--- config.mk ---
export PLATFORM = sky130hd
export DESIGN_NAME = dual_delay_cmp
export DESIGN_NICKNAME = d
export VERILOG_FILES = /design/src/rtl/dual_delay_pkg.sv /design/src/rtl/delay_rail.sv /design/src/rtl/dual_delay_cmp.sv
export SDC_FILE = /design/constraint.sdc
export NUM_CORES = 1
export LEC_CHECK = 0
export ABC_AREA = 1
export CORE_MARGIN = 4
export CORE_UTILIZATION = 35
export CTS_CLUSTER_DIAMETER = 150
export CTS_CLUSTER_SIZE = 12
export DETAILED_ROUTE_END_ITERATION = 8
export HOLD_SLACK_MARGIN = 0.06
export PLACE_DENSITY_LB_ADDON = 0.25
export REMOVE_ABC_BUFFERS = 1
export SYNTH_ARGS = -nofsm -noshare
export SYNTH_HDL_FRONTEND = slang
export SYNTH_SLANG_ARGS = --single-unit
--- constraint.sdc ---
create_clock -name i_clk -period 5.6 [get_ports i_clk]
set_clock_uncertainty 0.2 [all_clocks]
set_input_delay 1.4 -clock i_clk [delete_from_list [all_inputs] [get_ports i_clk]]
set_output_delay 1.4 -clock i_clk [all_outputs]
set_load 0.02 [all_outputs]
--- src/rtl/dual_delay_pkg.sv ---
// rtl/dual_delay_pkg.sv - shared types and helpers for the dual-rail delay comparator
package dual_delay_pkg;

    typedef enum logic [1:0] {
        FILL  = 2'd0,
        ARMED = 2'd1,
        FAULT = 2'd2
    } ddc_state_t;

    function automatic int clog2(input int n);
        int r;
        r = 0;
        while ((1 << r) < n) r++;
        return r;
    endfunction

    // Tap 0 has no meaning (no stage to read), so it folds to the first stage.
    function automatic int tap_clamp(input int tap, input int ln);
        if (tap < 1) return 1;
        if (tap > ln) return ln;
        return tap;
    endfunction

endpackage

--- src/rtl/delay_rail.sv ---
// rtl/delay_rail.sv - one NCH*DW shift rail, LN stages, with clear, enable and tap mux
module delay_rail
    import dual_delay_pkg::*;
#(
    parameter int DW  = 1,
    parameter int NCH = 1,
    parameter int LN  = 16
) (
    input  logic                   i_clk,
    input  logic                   i_reset,
    input  logic                   i_clr,
    input  logic                   i_ce,
    input  logic [NCH*DW-1:0]      i_in,
    input  logic [clog2(LN)-1:0]   i_sel,
    output logic [NCH*DW-1:0]      o_tap
);

    localparam int W = NCH * DW;

    logic [W-1:0] stg [LN];

    always_ff @(posedge i_clk) begin
        if (i_reset || i_clr) begin
            for (int i = 0; i < LN; i++) stg[i] <= '0;
        end else if (i_ce) begin
            stg[0] <= i_in;
            for (int i = 1; i < LN; i++) stg[i] <= stg[i-1];
        end
    end

    assign o_tap = stg[i_sel];

endmodule

--- src/rtl/dual_delay_cmp.sv ---
// rtl/dual_delay_cmp.sv - lockstep dual-rail delay line with tap comparator, fault FSM and error count
// Optional run-time tap selection: DDC_TAP_SEL_EN
module dual_delay_cmp
    import dual_delay_pkg::*;
#(
    parameter int DW  = 1,
    parameter int NCH = 1,
    parameter int LN  = 16,
    parameter int CW  = 8
) (
    input  logic                   i_clk,
    input  logic                   i_reset,
    input  logic                   i_ce,
    input  logic [NCH*DW-1:0]      i_in,
    input  logic                   i_inject,
    input  logic                   i_clr,
    input  logic [clog2(LN+1)-1:0] i_tap,
    output logic [NCH*DW-1:0]      o_data,
    output logic                   o_valid,
    output logic                   o_mismatch,
    output logic                   o_fault,
    output logic [CW-1:0]          o_errcnt
);

    localparam int W  = NCH * DW;
    localparam int TW = clog2(LN + 1);
    localparam int SW = clog2(LN);

    ddc_state_t    state;
    logic [TW-1:0] fill;
    logic [TW-1:0] fill_nxt;
    logic [TW-1:0] depth;
    logic          depth_chg;
    logic          cmp_q;
    logic [W-1:0]  in_b;
    logic [W-1:0]  tap_a;
    logic [W-1:0]  tap_b;
    logic [SW-1:0] sel;
    logic          miss;

`ifdef DDC_TAP_SEL_EN
    logic [TW-1:0] depth_q;

    assign depth = TW'(tap_clamp(int'(i_tap), LN));

    always_ff @(posedge i_clk) depth_q <= depth;

    assign depth_chg = (depth != depth_q);
`else
    logic unused_tap;

    assign unused_tap = ^i_tap;
    assign depth      = TW'(LN);
    assign depth_chg  = 1'b0;
`endif

    assign sel = SW'(depth - TW'(1));

    always_comb begin
        in_b    = i_in;
        in_b[0] = i_in[0] ^ i_inject;
    end

    delay_rail #(.DW(DW), .NCH(NCH), .LN(LN)) u_rail_a (
        .i_clk   (i_clk),
        .i_reset (i_reset),
        .i_clr   (i_clr),
        .i_ce    (i_ce),
        .i_in    (i_in),
        .i_sel   (sel),
        .o_tap   (tap_a)
    );

    delay_rail #(.DW(DW), .NCH(NCH), .LN(LN)) u_rail_b (
        .i_clk   (i_clk),
        .i_reset (i_reset),
        .i_clr   (i_clr),
        .i_ce    (i_ce),
        .i_in    (in_b),
        .i_sel   (sel),
        .o_tap   (tap_b)
    );

    assign fill_nxt = (i_ce && fill < depth) ? fill + TW'(1) : fill;
    // Taps are only compared in the cycle after a shift, once the rails are known full.
    assign miss     = cmp_q && (state != FILL) && (tap_a != tap_b);

    always_ff @(posedge i_clk) begin
        if (i_reset || i_clr) begin
            state      <= FILL;
            fill       <= '0;
            cmp_q      <= 1'b0;
            o_mismatch <= 1'b0;
            o_errcnt   <= '0;
        end else begin
            cmp_q      <= i_ce;
            o_mismatch <= miss;
            if (miss && o_errcnt != {CW{1'b1}})
                o_errcnt <= o_errcnt + CW'(1);
            if (depth_chg) begin
                state <= FILL;
                fill  <= '0;
            end else begin
                fill <= fill_nxt;
                case (state)
                    FILL:    if (fill_nxt == depth) state <= ARMED;
                    ARMED:   if (miss) state <= FAULT;
                    FAULT:   state <= FAULT;
                    default: state <= FILL;
                endcase
            end
        end
    end

    assign o_data  = tap_a;
    assign o_valid = (state == ARMED) || (state == FAULT);
    assign o_fault = (state == FAULT);

endmodule

==> run_results.csv, run 1 <==
group,metric,value,unit
grt,antenna_found_initial,0,
sta,worst_slack,2.28,ns
routing,avgViaCountPerCell,4.26,
placed_design,dp_slack,1.88,ns
yosys,synth_edf_count,32,
clocking,clkTransAtPathRegs,0.08,ns
power_and_ir_drop,vdd_drop_max,0.154,mV
yosys,async_flop_share,0,
yosys,yosys.area.top_type_share,0.450,
sta,slew_viol_final,0,
sta,timing.hold.ws,0.305,ns
clocking,cts-hold-fix-buffers,0,
placed_design,gp_congestion,0.732,
setup_path,critPathKind,"in -> reg",
floorplanning,coreArea,0.00592,sq mm
placed_design,port_buffers,17,
floorplanning,rows,28,
setup_path,critPathSlowestCell,"clkdlybuf4s50_1",
sta,period_minus_slack,3.32,ns
clocking,cts_setup_buffers,0,
grt,grt_first_pass_wirelength,5800,um
grt,grt_start_max_net_pins,33,
placed_design,hpwl,2180,um
setup_path,cpPeakStageDelay,0.50,ns
setup_path,r2r_end,"o_errcnt[4]",
setup_path,crit_chain,"clkdlybuf4s50_1, nor2_4, inv_1, nor2_1, inv_1, nor2_1",
outcome,status,"completed",
routing,wirelength,3180,um
yosys,synth.distinct_cells,27,
setup_path,cp-end-kind,"flip-flop",
yosys,yosysWarnings,0,
power_and_ir_drop,total_power,0.679,mW
sta,setup-tns-final,0,ns
cells_and_area,fin_area,0.00251,sq mm
routing,drt_pre_antenna_iters,4,
cells_and_area,fin_nets,263,
clocking,cts-root-buf,"clkbuf_8",
yosys,synth_top_area_cell,"edfxtp_1",
hold_path,hp-start,"fill[3]",
yosys,seq_area_frac_synth,0.609,
power_and_ir_drop,powerDensity,271,mW/mm^2
yosys,ys.flop_type,"edfxtp_1",
cells_and_area,syn_to_final_growth,17.3,%
cells_and_area,n_fill_cell,589,
floorplanning,die_area,0.00742,sq mm
power_and_ir_drop,leakage,0.990,nW
sta,max_slew_margin,0.563,
grt,grt_pass1_vias,1392,
clocking,cts-resized-gates,0,
routing,wire_per_inst,9.85,um
sta,worst_slew_pin_slew,0.655,ns
floorplanning,die_x,86.1,um
hold_path,hold_path_end,"fill[3]",
setup_path,cp_max_fo,21,
floorplanning,die_h,86.1,um
clocking,worst_skew_pair.late_latency,0.29,ns
routing,drc,0,
cells_and_area,num_antenna_cells,0,
yosys,mappedNetlistArea,0.00214,sq mm
yosys,ys_top_cells_by_area,"edfxtp_1 45%, dfxtp_1 16%, inv_1 9.0%",
grt,track_usage,0.0985,
sta,min_period_over_period,0.592,
routing,drt_iter0_drc,85,
routing,ant_nets,0,
floorplanning,initial_core_util,0.361,
cells_and_area,drive_above_1_share,0.0766,
sta,grt_setup_unrepaired,"no",
sta,setup_viol,0,
sta,finalHoldViolations,0,
placed_design,place_area,0.00239,sq mm
clocking,numCtsBuffers,5,
yosys,synthCells,226,
clocking,clock-sinks,49,
setup_path,rr_startpoint,"state[0]",
setup_path,r2r_slack,3.77,ns
setup_path,worstSetupStartpointType,"primary input",
yosys,ys_ff_latch,49,
yosys,avgSynthCellArea,9.45,sq um
grt,overflow,0,
floorplanning,pin_count,23,
sta,fmax,0.302,GHz
clocking,cts_tree,"built",
hold_path,hold_path_class,"reg -> reg",
yosys,netlist_top_cells_count,"51 x inv_1, 46 x nor2_1, 32 x edfxtp_1",
yosys,synth.most_common_cell,"inv_1",
hold_path,holdPathStages,2,
setup_path,worst-path-buf-inv,3,
setup_path,required,5.43,ns
setup_path,r2r_cells,11,
clocking,clk_path_buf_depth,2,
setup_path,critical_path.top_delay_family,"buffers and inverters",
setup_path,worstPathArrival,3.14,ns
clocking,htree_levels,2,
routing,num_vias,1375,
run,cap_violations,0,
-- through the flow --
step	cells	utilization
finish	323	0.423
global route	323	0.423
CTS	323	0.423
detailed placement	315	0.404
global placement	315	0.404
floorplan	222	-
-- final cells by class --
cell class	count	area, sq um	share of cell area
multi-input combinational	121	619	0.247
tap	75	93.8	0.0374
sequential	49	1300	0.519
inverter	52	198	0.0789
clock inverter	1	30.0	0.0120
timing repair buffer	18	178	0.0709
clock buffer	7	86.3	0.0344
-- registers in the layout, summed over array words and instances, names as in the netlist --
name and cells:
cmp_q 1, fill 5, u_rail_b.stg 16, o_mismatch 1, state 2, o_errcnt 8
u_rail_a.stg 16
-- metal layers --
layer	wire, um	part of all wire	vias to the layer above	global-route usage
met2	1550	0.49	15	0.171
met5	0	0	-	0
li1	-	-	735	-
met4	40	0.013	0	0.0432
met3	121	0.038	4	0.0298
met1	1470	0.46	621	0.111
-- layout by cell type (no fill, tap or decap) --
cell             netlist  final
nor2_4                 1      1
nand4_1                1      1
bufinv_16              0      1
nand2_2                2      2
nand2_4                2      2
nor2_1                46     46
nand3b_1               1      1
nand3_1                8      8
clkdlybuf4s50_1        0     17
clkbuf_1               2      1
inv_4                  1      1
nor3_4                 1      1
edfxtp_1              32     32
ha_1                   5      5
o21ai_0                3      3
inv_1                 51     51
dfxtp_1               17     17
nor3_1                 2      2
o21ai_1                2      2
o21ai_2                2      2
a21oi_1                7      7
nor3_2                 1      1
clkbuf_8               0      6
nand2_1               30     30
buf_4                  0      1
o21bai_1               1      1
xnor2_1                1      1
a21oi_2                1      1
and3_1                 1      1
xor2_1                 3      3
-- kinds of logic (layout without fill, tap and decap cells) --
kind of cell | count (synthesis) | count (layout) | share of synthesized area
xor+xnor | 4 | 4 | 0.0164
simple gates | 96 | 96 | 0.200
buf+inv | 56 | 78 | 0.101
compound gates | 16 | 16 | 0.0439
fa+ha+maj | 5 | 5 | 0.0293
flops | 49 | 49 | 0.609
-- tightest hold or removal path, delay by kind of cell (launching register included) --
kind               cells  cell delay, ns
AOI/OAI and AO/OA      2            0.13
DFF                    1            0.34
-- where the power goes --
part | switching [mW] | internal (mW) | leakage (nW)
combinational | 0.0167 | 0.00928 | 0.422
sequential | 0.00346 | 0.395 | 0.510
clock | 0.109 | 0.146 | 0.0585
-- how the worst max path moves through the flow --
stage | from | depth (start not counted) | to | slack (ns)
4_1_cts | i_reset | 6 | u_rail_b.stg[4][1] | 2.20
6_report | i_reset | 6 | u_rail_b.stg[4][1] | 2.28
3_5_place_dp | i_reset | 6 | u_rail_b.stg[2][1] | 1.88
3_3_place_gp | i_clr | 6 | u_rail_a.stg[0][1] | 1.92
2_1_floorplan | i_clr | 2 | u_rail_a.stg[0][0] | 2.79
5_1_grt | i_clr | 6 | u_rail_a.stg[1][0] | 2.02
(Power assumes the default switching activity.)
==> inputs of run 2 (changes only) <==
- clock period: 5.6 -> 3.3 ns (I/O delays scaled with it)
==> run_results.csv, run 2 (same netlist as run 1, synthesis figures left out) <==
group,metric,value,unit
clocking,cts-root-buf,"clkbuf_8",
clocking,numCtsBuffers,5,
clocking,cts_setup_buffers,0,
sta,setup-tns-final,0,ns
routing,num_vias,1379,
cells_and_area,num_antenna_cells,0,
clocking,cts_tree,"built",
hold_path,hp-start,"fill[3]",
floorplanning,pin_count,23,
cells_and_area,final_common_cell,"inv_1",
floorplanning,die_h,86.1,um
cells_and_area,fin_nets,264,
power_and_ir_drop,vdd_drop_max,0.234,mV
cells_and_area,syn_to_final_growth,16.0,%
placed_design,gp_congestion,0.729,
sta,worst_slack,0.616,ns
placed_design,hpwl,2110,um
grt,use_met1,0.117,
setup_path,cp-end-kind,"output port",
grt,track_usage,0.0964,
grt,grt_start_max_net_pins,33,
setup_path,worstSetupStartpointType,"flip-flop",
floorplanning,die_area,0.00742,sq mm
routing,wirelength,3190,um
routing,wire_per_inst,9.85,um
grt,top_usage_layer,"met2",
grt,grt_util_met2,0.154,
routing,avgViaCountPerCell,4.26,
hold_path,hold_path_end,"fill[3]",
sta,fmax,0.373,GHz
grt,antenna_found_initial,0,
sta,max_slew_margin,0.619,
hold_path,holdPathStages,2,
floorplanning,initial_core_util,0.361,
clocking,htree_levels,2,
sta,period_minus_slack,2.68,ns
setup_path,critPathKind,"reg -> out",
setup_path,cp_max_fo,3,
clocking,clk_path_buf_depth,2,
cells_and_area,final_cell_mix,"51 x inv_1, 46 x nor2_1, 32 x edfxtp_1",
sta,grt_setup_unrepaired,"no",
hold_path,hold_path_class,"reg -> reg",
clocking,cts-resized-gates,0,
sta,worst_slew_pin_slew,0.571,ns
clocking,clkTransAtPathRegs,0.09,ns
floorplanning,rows,28,
setup_path,r2r_slack,1.50,ns
placed_design,dp_slack,0.705,ns
placed_design,port_buffers,17,
routing,drc,0,
setup_path,r2r_cells,11,
power_and_ir_drop,leakage,0.976,nW
sta,slew_viol_final,0,
grt,overflow,0,
cells_and_area,drive_above_1_share,0.0723,
grt,met3_usage,0.0269,
outcome,status,"completed",
clocking,worst_skew_pair.late_latency,0.29,ns
cells_and_area,reg.largest.list,"u_rail_a.stg (16), u_rail_b.stg (16), o_errcnt (8)",
floorplanning,die_x,86.1,um
setup_path,worstPathArrival,1.66,ns
sta,min_period_over_period,0.813,
floorplanning,coreArea,0.00592,sq mm
grt,grt_pass1_vias,1309,
setup_path,r2r_end,"o_errcnt[4]",
setup_path,rr_startpoint,"state[0]",
grt,grt_first_pass_wirelength,5660,um
clocking,clock-sinks,49,
routing,drt_pre_antenna_iters,4,
cells_and_area,n_fill_cell,607,
sta,finalHoldViolations,0,
clocking,cts-hold-fix-buffers,0,
sta,timing.hold.ws,0.300,ns
setup_path,required,2.27,ns
power_and_ir_drop,powerDensity,427,mW/mm^2
sta,setup_viol,0,
routing,ant_nets,0,
run,cap_violations,0,
routing,drt_iter0_drc,60,
## run 2: cell count changes in the layout (fill, tap and decap cells not counted)
cell	delta
clkbuf_8	-1
bufinv_16	-1
clkbuf_1	+2
buf_4	+1
## run 2: worst max-delay path by stage
stage,cells past startpoint,from,to
global route,3,state[0],o_valid
detailed placement,5,i_ce,u_rail_a.stg[0][7]
CTS,3,state[0],o_valid
global placement,5,i_ce,u_rail_a.stg[0][1]
floorplan,2,i_clr,u_rail_a.stg[0][0]
finish,3,state[0],o_valid
## run 2: per-layer routing
layer  wire (um)  share of wire  vias to the layer above
met2        1450           0.45                       16
li1            -              -                      736
met1        1570           0.49                      623
met3         123          0.039                        4
met4          51          0.016                        0
met5           0              0                        -
## run 2: worst max-delay path, stage by stage (launching register included)
cell,delay (ns)
dfxtp_1,0.38
inv_1,0.07
ha_1,0.31
clkdlybuf4s50_1,0.61
## run 2: area by class of cell
type / count / area [sq um] / share of cell area
tap: 75 / 93.8 / 0.0379
timing repair buffer: 19 / 185 / 0.0747
sequential: 49 / 1300 / 0.525
inverter: 52 / 198 / 0.0798
multi-input combinational: 121 / 619 / 0.250
clock buffer: 8 / 80.1 / 0.0323
## run 2: per-stage QoR
stage / utilization / power (mW) / cells / area (sq um)
after floorplan: - / 0.717 / 222 / 2120
after global placement: 0.405 / 0.735 / 316 / 2400
after detailed placement: 0.405 / 0.737 / 316 / 2400
after CTS: 0.418 / 1.08 / 324 / 2480
after global routing: 0.418 / 1.11 / 324 / 2480
final: 0.418 / 1.06 / 324 / 2480
## run 2: power breakdown
part           leakage (nW)  internal (mW)  switching, mW  total, mW
logic                 0.427         0.0165         0.0289     0.0454
registers             0.510          0.670        0.00579      0.676
clock network        0.0395          0.151          0.185      0.336
total                 0.976          0.838          0.219       1.06
==> inputs of run 3 (changes only) <==
- clock period: 3.3 -> 2.5 ns (I/O delays scaled with it)
==> run_results.csv, run 3 (same netlist as run 1, synthesis figures left out) <==
group,metric,value,unit
setup_path,rr_startpoint,"state[0]",
clocking,cts-resized-gates,0,
sta,worst_slew_pin_slew,0.576,ns
floorplanning,pin_count,23,
setup_path,cp_max_fo,3,
routing,drt_iter0_drc,44,
grt,grt_first_pass_wirelength,5680,um
cells_and_area,syn_to_final_growth,17.3,%
grt,grt_start_max_net_pins,33,
hold_path,hp-start,"fill[3]",
placed_design,dp_slack,0.111,ns
cells_and_area,stdcell_count,325,
cells_and_area,fin_area,0.00251,sq mm
floorplanning,initial_core_util,0.361,
grt,track_usage,0.0961,
placed_design,hpwl,2120,um
placed_design,gp_congestion,0.757,
clocking,cts-root-buf,"clkbuf_8",
power_and_ir_drop,powerDensity,562,mW/mm^2
clocking,cts_tree,"built",
sta,finalHoldViolations,0,
cells_and_area,final_core_util,0.423,
setup_path,worstPathArrival,1.48,ns
floorplanning,die_x,86.1,um
setup_path,cp-end-kind,"output port",
clocking,clk_path_buf_depth,2,
sta,period_minus_slack,2.30,ns
power_and_ir_drop,leakage,1.01,nW
clocking,worst_skew_pair.late_latency,0.30,ns
placed_design,place_area,0.00242,sq mm
floorplanning,die_h,86.1,um
routing,wire_per_inst,9.71,um
routing,avgViaCountPerCell,4.21,
routing,num_vias,1367,
sta,slew_viol_final,0,
sta,worst_slack,0.200,ns
sta,setup-tns-final,0,ns
setup_path,worstSetupStartpoint,"state[0]",
placed_design,port_buffers,17,
cells_and_area,reg.largest.list,"u_rail_a.stg (16), u_rail_b.stg (16), o_errcnt (8)",
cells_and_area,final_cell_mix,"51 x inv_1, 46 x nor2_1, 32 x edfxtp_1",
clocking,cts_setup_buffers,0,
outcome,status,"completed",
sta,grt_setup_unrepaired,"no",
routing,wirelength,3160,um
cells_and_area,final_common_cell,"inv_1",
clocking,numCtsBuffers,5,
run,cap_violations,0,
sta,min_period_over_period,0.920,
sta,setup_viol,0,
setup_path,worstSetupStartpointType,"flip-flop",
sta,fmax,0.435,GHz
cells_and_area,drive_above_1_share,0.0880,
clocking,htree_levels,2,
routing,drc,0,
grt,grt_pass1_vias,1290,
routing,ant_nets,0,
clocking,clkTransAtPathRegs,0.09,ns
floorplanning,coreArea,0.00592,sq mm
hold_path,hold_path_class,"reg -> reg",
setup_path,required,1.67,ns
routing,drt_pre_antenna_iters,4,
floorplanning,rows,28,
cells_and_area,fin_nets,265,
clocking,clock-sinks,49,
setup_path,r2r_slack,0.64,ns
placed_design,numPlacedInstances,317,
cells_and_area,num_antenna_cells,0,
floorplanning,die_area,0.00742,sq mm
power_and_ir_drop,vdd_drop_max,0.356,mV
grt,overflow,0,
sta,max_slew_margin,0.616,
clocking,cts-hold-fix-buffers,0,
setup_path,critPathKind,"reg -> out",
grt,antenna_found_initial,0,
run 3: cell types whose count changed in the layout (fill, tap and decap cells not counted):
cell | before | now
clkbuf_1 | 3 | 0
clkinv_2 | 0 | 2
buf_12 | 0 | 1
clkdlybuf4s50_1 | 17 | 16
clkinvlp_4 | 0 | 1
dlymetal6s2s_1 | 0 | 1
run 3: path summary, 6_finish.rpt:
| check | endpoint | cells past startpoint |
|---|---|---|
| min | fill[3] | 2 |
| min reg2reg | fill[3] | 2 |
| max | o_fault | 3 |
| max reg2reg | o_errcnt[4] | 11 |
run 3: metal layers:
| metal | up-vias | track usage | wire length, um |
|---|---|---|---|
| met2 | 16 | 0.157 | 1450 |
| met5 | - | 0 | 0 |
| li1 | 738 | - | - |
| met1 | 609 | 0.118 | 1560 |
| met3 | 4 | 0.0259 | 111 |
| met4 | 0 | 0.0432 | 40 |
run 3: through the flow:
stage               power [mW]  hold slack (ns)
floorplan                0.947            0.266
global route              1.48            0.340
global placement         0.974            0.291
CTS                       1.43            0.308
detailed placement       0.976            0.293
finish                    1.41            0.309
run 3: report_power, final:
group | total [mW] | internal (mW) | leakage, nW | switching, mW
clock network | 0.453 | 0.193 | 0.0439 | 0.259
logic | 0.0629 | 0.0245 | 0.457 | 0.0384
registers | 0.892 | 0.885 | 0.510 | 0.00753
total | 1.41 | 1.10 | 1.01 | 0.305
run 3: final cells by class:
cell class | count | area (sq um)
Clock buffer | 5 | 68.8
Clock inverter | 3 | 17.5
Fill cell | 582 | 3410
Inverter | 52 | 198
Multi-Input combinational cell | 121 | 619
Sequential cell | 49 | 1300
Tap cell | 75 | 93.8
Timing Repair Buffer | 20 | 208
run 3: worst max-delay path: stages (launching register included):
cell and delay (ns):
dfxtp_1 0.37, inv_1 0.07, ha_1 0.20, clkdlybuf4s50_1 0.53
